**src/rtl/sap_pkg.sv**
```systemverilog
// Shared SAP definitions: bus/address/step widths and the host loader FSM encoding.
package sap_pkg;

  localparam int unsigned BUS_W  = 8;
  localparam int unsigned ADDR_W = 4;
  localparam int unsigned STEP_W = 4;

  typedef enum logic [2:0] {
    LD_RUN      = 3'd0,
    LD_DRAIN    = 3'd1,
    LD_GRANT    = 3'd2,
    LD_ADDR     = 3'd3,
    LD_DATA     = 3'd4,
    LD_ACK      = 3'd5,
    LD_WAIT_LOW = 3'd6,
    LD_RELEASE  = 3'd7
  } ld_state_t;

endpackage

```
**src/rtl/prog_loader.sv**
```systemverilog
// Host program loader: freezes the CPU at an instruction boundary, takes the bus,
// performs single MAR/RAM accesses for the host, then restarts the CPU on release.
module prog_loader
  import sap_pkg::*;
(
  input  logic              clk,
  input  logic              rst,
  input  logic [STEP_W-1:0] step_in,
  input  logic              halt_in,
  input  logic              host_sel,
  input  logic              host_req,
  input  logic              host_we,
  input  logic [ADDR_W-1:0] host_addr,
  input  logic [BUS_W-1:0]  host_wdata,
  input  logic [BUS_W-1:0]  bus_in,
  output logic              host_ack,
  output logic [BUS_W-1:0]  host_rdata,
  output logic              grant,
  output logic              cpu_hold,
  output logic              cpu_rst,
  output logic              bus_oe,
  output logic [BUS_W-1:0]  bus_out,
  output logic              mar_in,
  output logic              ram_in,
  output logic              ram_out
);

  ld_state_t        r_state;
  ld_state_t        w_next;
  logic [BUS_W-1:0] r_rdata;
  logic             w_boundary;

  // The controller is safe to freeze at step 0 or when it has halted.
  assign w_boundary = (step_in == '0) || halt_in;

  always_ff @(posedge clk or posedge rst) begin
    if (rst) begin
      r_state <= LD_RUN;
    end else begin
      r_state <= w_next;
    end
  end

  always_ff @(posedge clk or posedge rst) begin
    if (rst) begin
      r_rdata <= '0;
    end else if (r_state == LD_DATA && !host_we) begin
      r_rdata <= bus_in;
    end
  end

  always_comb begin
    w_next = r_state;
    unique case (r_state)
      LD_RUN:      if (host_sel) w_next = LD_DRAIN;
      LD_DRAIN:    if (w_boundary) w_next = LD_GRANT;
      LD_GRANT: begin
        // A pending request takes priority over a simultaneous release.
        if (host_req)       w_next = LD_ADDR;
        else if (!host_sel) w_next = LD_RELEASE;
      end
      LD_ADDR:     w_next = LD_DATA;
      LD_DATA:     w_next = LD_ACK;
      LD_ACK:      w_next = LD_WAIT_LOW;
      LD_WAIT_LOW: if (!host_req) w_next = LD_GRANT;
      LD_RELEASE:  w_next = LD_RUN;
      default:     w_next = LD_RUN;
    endcase
  end

  always_comb begin
    host_ack = 1'b0;
    grant    = 1'b0;
    cpu_hold = 1'b0;
    cpu_rst  = 1'b0;
    bus_oe   = 1'b0;
    bus_out  = '0;
    mar_in   = 1'b0;
    ram_in   = 1'b0;
    ram_out  = 1'b0;
    unique case (r_state)
      LD_RUN: ;
      LD_DRAIN:    cpu_hold = w_boundary;
      LD_GRANT: begin
        grant    = 1'b1;
        cpu_hold = 1'b1;
      end
      LD_ADDR: begin
        grant    = 1'b1;
        cpu_hold = 1'b1;
        bus_oe   = 1'b1;
        bus_out  = {{(BUS_W-ADDR_W){1'b0}}, host_addr};
        mar_in   = 1'b1;
      end
      LD_DATA: begin
        grant    = 1'b1;
        cpu_hold = 1'b1;
        if (host_we) begin
          bus_oe  = 1'b1;
          bus_out = host_wdata;
          ram_in  = 1'b1;
        end else begin
          ram_out = 1'b1;
        end
      end
      LD_ACK: begin
        grant    = 1'b1;
        cpu_hold = 1'b1;
        host_ack = 1'b1;
      end
      LD_WAIT_LOW: begin
        grant    = 1'b1;
        cpu_hold = 1'b1;
      end
      LD_RELEASE: begin
        cpu_hold = 1'b1;
        cpu_rst  = 1'b1;
      end
      default: ;
    endcase
  end

  assign host_rdata = r_rdata;

endmodule

```
**config.mk**
```make
export PLATFORM = sky130hd
export DESIGN_NAME = prog_loader
export DESIGN_NICKNAME = d
export VERILOG_FILES = /design/src/rtl/sap_pkg.sv /design/src/rtl/prog_loader.sv
export SDC_FILE = /design/constraint.sdc
export NUM_CORES = 1
export LEC_CHECK = 0
export BUFFER_PORTS_ARGS = -buffer_cell sky130_fd_sc_hd__clkbuf_2
export CAP_MARGIN = 20
export CELL_PAD_IN_SITES_DETAIL_PLACEMENT = 0
export CELL_PAD_IN_SITES_GLOBAL_PLACEMENT = 1
export CORE_MARGIN = 4
export CORE_UTILIZATION = 25
export CTS_CLUSTER_DIAMETER = 50
export DETAILED_ROUTE_END_ITERATION = 7
export GPL_ROUTABILITY_DRIVEN = 0
export PLACE_DENSITY_LB_ADDON = 0.1
export SYNTH_ARGS = -nofsm -noshare
export SYNTH_HDL_FRONTEND = slang
export SYNTH_SLANG_ARGS = --single-unit
```
**constraint.sdc**
```tcl
create_clock -name clk -period 1.6 [get_ports clk]
set_input_delay 0.32 -clock clk [delete_from_list [all_inputs] [get_ports clk]]
set_output_delay 0.32 -clock clk [all_outputs]
set_load 0.01 [all_outputs]
```
### Yosys cells after proc, flatten, opt, wreduce, memory -nomap -nowiden

Index checks and enable logic that the tools add are counted.
Widths: inputs -> output; s select.

| word-level totals | value |
|---|---|
| register bits after elaboration | 11 |
| bits in latches | 0 |
| RAM bits | 0 |
| ROM bits | 0 |
| bits of input ports | 30 |
| output and inout bits | 24 |
| logic and storage cells | 39 |
| memories kept | 0 |

| operators by class | value |
|---|---|
| $add $sub $neg | 0 |
| multipliers | 0 |
| div/mod/pow operators | 0 |
| $lt $le $gt $ge | 0 |
| equality and inequality tests | 11 |
| shift operators | 0 |
| muxes and demuxes | 18 |
| bitwise operators | 0 |
| reductions and logical operators | 8 |

Operator list:

| kind | number |
|---|---|
| $pmux 3 s8 | 1 |
| $pmux 8 s2 | 1 |
| $mux 3 | 5 |
| $eq 3x3->1 const B | 4 |
| $mux 1 | 8 |
| $mux 8 | 1 |
| $eq 3x2->1 const B | 2 |
| $ne 2x2->1 const B | 3 |
| $reduce_or 6->1 | 1 |
| $reduce_or 5->1 | 1 |
| $logic_not 4->1 | 1 |
| $pmux 1 s2 | 2 |
| $reduce_and 4->1 | 1 |
| $eq 3x1->1 const B | 1 |
| $logic_not 3->1 | 1 |
| $ne 3x3->1 const B | 1 |
| $logic_and 1x1->1 | 1 |
| $logic_not 1->1 | 1 |
| $logic_or 1x1->1 | 1 |

### Depth between registers and ports, before layout

| logic depth | value |
|---|---|
| depth after elaboration | 4 |
| depth in mapped cells | 5 |
| gate-level depth less buffers | 3 |

### Worst setup path before layout

No wires, ideal clock.

| path | value |
|---|---|
| path type | register -> output |
| start | register r_state[1] |
| end | output bus_oe |
| data arrival time | 1270 ps |
| required time | 1280 ps |
| path slack | 10 ps |
| cell stages (with the launch flop) | 6 |
| path buffers | 2 |
| path through | dfrtp_1 buf_6 nor2b_1 and2_1 clkbuf_1 or2_2 |

| on the way | value |
|---|---|
| cells in the longest elaborated chain, start to end | 2 |
| elaborated cells on any way between the ends | 3 |
| classes of those cells | eq/ne (2); mux (1) |

RTL lines:

| item | RTL line | RTL |
|---|---|---|
| from (decl) | prog_loader.sv:28 | `ld_state_t r_state;` |
| from (signal assigned) | prog_loader.sv:40 | `r_state <= w_next;` |
| $eq 3x3->1 / $eq 3x2->1 (equally long branches) | prog_loader.sv:81 | `unique case (r_state)` |
| $pmux 1 s2 (*) | prog_loader.sv:81 |  |
| to (decl) | prog_loader.sv:21 | `output logic bus_oe,` |

Mark *: on every way between the ends. The rest lies on a longest branch, timed or not.

### Worst setup path in the final report

| path | value |
|---|---|
| start | register r_state[0] |
| end | output bus_oe |

The elaborated chain is that of the path after synthesis.

==> metrics.cfg <==
[outcome]
status=finished with violations
violations=negative setup slack

[timing]
fmax_mhz=564
setup_viol=12
final.setup.worst_slack_ps=-174
fin_crit_sh_pct=111
drv_slew=0
hold_viol_final=0
worstMarginPinSlew_ps=408
rsz0062_at_grt=yes
period_needed_ps=1770
max_slew_margin_pct=72.5
skew_ps=1.08

[routing]
drc_errors=0
wl_um=1860
antenna_left=0
vias_per_cell=4.56
drt_iter0_drc=10
drt-wirelength-per-cell_um=12.3
drt_pass1_iterations=4
via_count=688

[yosys]
syn_inst=56
yosysSeqAreaShare_pct=44.9
syn_avg_cell_area_um2=10.9
ys_types=22
yosysWarningCount=0
synth-edff-count=0
async_reset_ff_share_pct=100
syn_area_um2=613
synthFlopType=dfrtp_1
synth-seq-cells=11
synth_nets=86

[worst_setup_path]
crit_fanout=6
cp_slowest_cell=dfrtp_2
start_kind=flip-flop
arrival_ps=1450
cpPeakStageDelay_ps=440
crit_chain=buf_4 -> and2_4 -> or2_2 -> buf_6
worstRegToRegCells=6
cp.required_ps=1280
endpoint_kind=output pin
path_class=reg2out

[global_routing]
grtUsageMet3_pct=1.36
grtUsageMet1_pct=12.7
grt_overflow_total=0
grt_pass1_vias=685
grt_max_degree=12
antenna_found_initial=0
grt_usage_pct=11.2
use_met2_pct=19.5
grt_pass1_wl_um=2900
busiest_layer=met2

[cells_and_area]
diodes=0
fin_nets=154
area_growth_pct=85.9
layout-drive-gt1-share_pct=74.0
fillers=237
stdcell_area_um2=1140

[cts]
cts.sinks=11
cts_max_level=1
cts_tree=done
clock-root-buffer=clkbuf_4
numCtsBuffers=3
clk_latency_ps=260
cts.path.max_buffers=2
path_clk_slew_ps=60

[power]
total_power_mw=1.90
peakVddDrop_v=0.000814
p_leak_nw=0.627
p_per_area_nw_per_um2=1670

[place]
io_buffers=53
dp_hpwl_um=1400
place_area_um2=951

[die]
ios=54
row_count=17
die_y_um=57.5
die_w_um=57.5
coreArea_um2=2280
initial_core_util_pct=26.9
die_area_um2=3310

[worst_hold_path]
worstHoldPathType=in2async

[run]
maxCapViolCount=0

## worst paths after layout
kind,from,end,slack [ps]
worst max register to register,r_state[1],host_rdata[0],50
min in group clk,bus_in[7],host_rdata[7],290
worst min register to register,host_rdata[1],host_rdata[1],510
worst min-delay path,rst,host_rdata[7],10
max in group asynchronous,rst,r_state[1],1280
worst max-delay path,r_state[0],bus_oe,-170
## placed cells by master (no fill, tap or decap), types with 2 or more instances in the layout
cell type and n:
buf_4 7, clkbuf_4 3, buf_6 8, a22o_1 5, o21ai_0 2, inv_1 3
mux2_4 8, dfrtp_1 8, buf_2 11, and2_4 2, and2_1 3, clkbuf_2 40
nor2_2 2, nand2_1 2, dfrtp_2 3
## state kept, by name, summed over array words and instances (netlist names)
name,count
host_rdata,8
r_state,3
## layer usage
layer	wire (µm)	vias to the layer above	part of all wire [%]
met2	1050	23	56
met4	19	0	1.0
met1	698	326	38
met3	92	2	5.0
met5	0	-	0
li1	-	337	-
## per-stage QoR
step	hold WS, ps	setup TNS (ps)	cells	worst slack (ps)	util [%]
finish	11.4	-1650	151	-174	50.1
global route	37.5	-2790	151	-262	50.1
CTS	14.9	-1790	149	-190	45.8
detailed placement	307	0	141	77.5	41.8
global placement	308	0	141	99.3	41.8
floorplan	172	0	56	9.78	-
## critical path, delay by kind of cell (launching register included)
family,cells,cell delay [ps]
AND/OR/NAND/NOR,2,470
buffers and inverters,2,280
flip-flops,1,440
## cells by family after synthesis
logic type | Yosys count | synth area share [%]
buffers and inverters | 7 | 5.51
DFF | 11 | 44.9
AOI/OAI and AO/OA | 12 | 15.1
and+or+nand+nor | 18 | 19.8
muxes | 8 | 14.7
## Yosys cell counts, drive strengths merged, types with 2 or more instances
cell     n  area, µm²
clkbuf   3       11.3
nor2     3       11.3
and2     5       31.3
inv      3       11.3
o21ai    3       15.0
a22o     5       43.8
and3     2       12.5
nand2    2       7.51
dfrtp   11        275
mux2     8       90.1
## cell type report
cell class | instances | area [µm²] | share of cell area [%]
timing repair buffer | 67 | 413 | 36.2
multi-input combinational | 38 | 375 | 32.9
sequential | 11 | 279 | 24.5
tap | 28 | 35.0 | 3.07
clock buffer | 4 | 26.3 | 2.31
inverter | 3 | 11.3 | 0.988
## report_power, final
part,switching [mW],leakage [nW],internal [mW]
clock,0.0852,0.0150,0.0964
sequential,0.117,0.129,0.428
combinational,0.478,0.483,0.698
## timing repair
item	in CTS	in global routing
cloned	1	0
endpoints found under the setup margin	12	20
setup buffers	3	2
resized for setup	12	35
hold buffers	0	0
pin swaps	6	4
No activity file was read; power rests on OpenSTA's default activity.
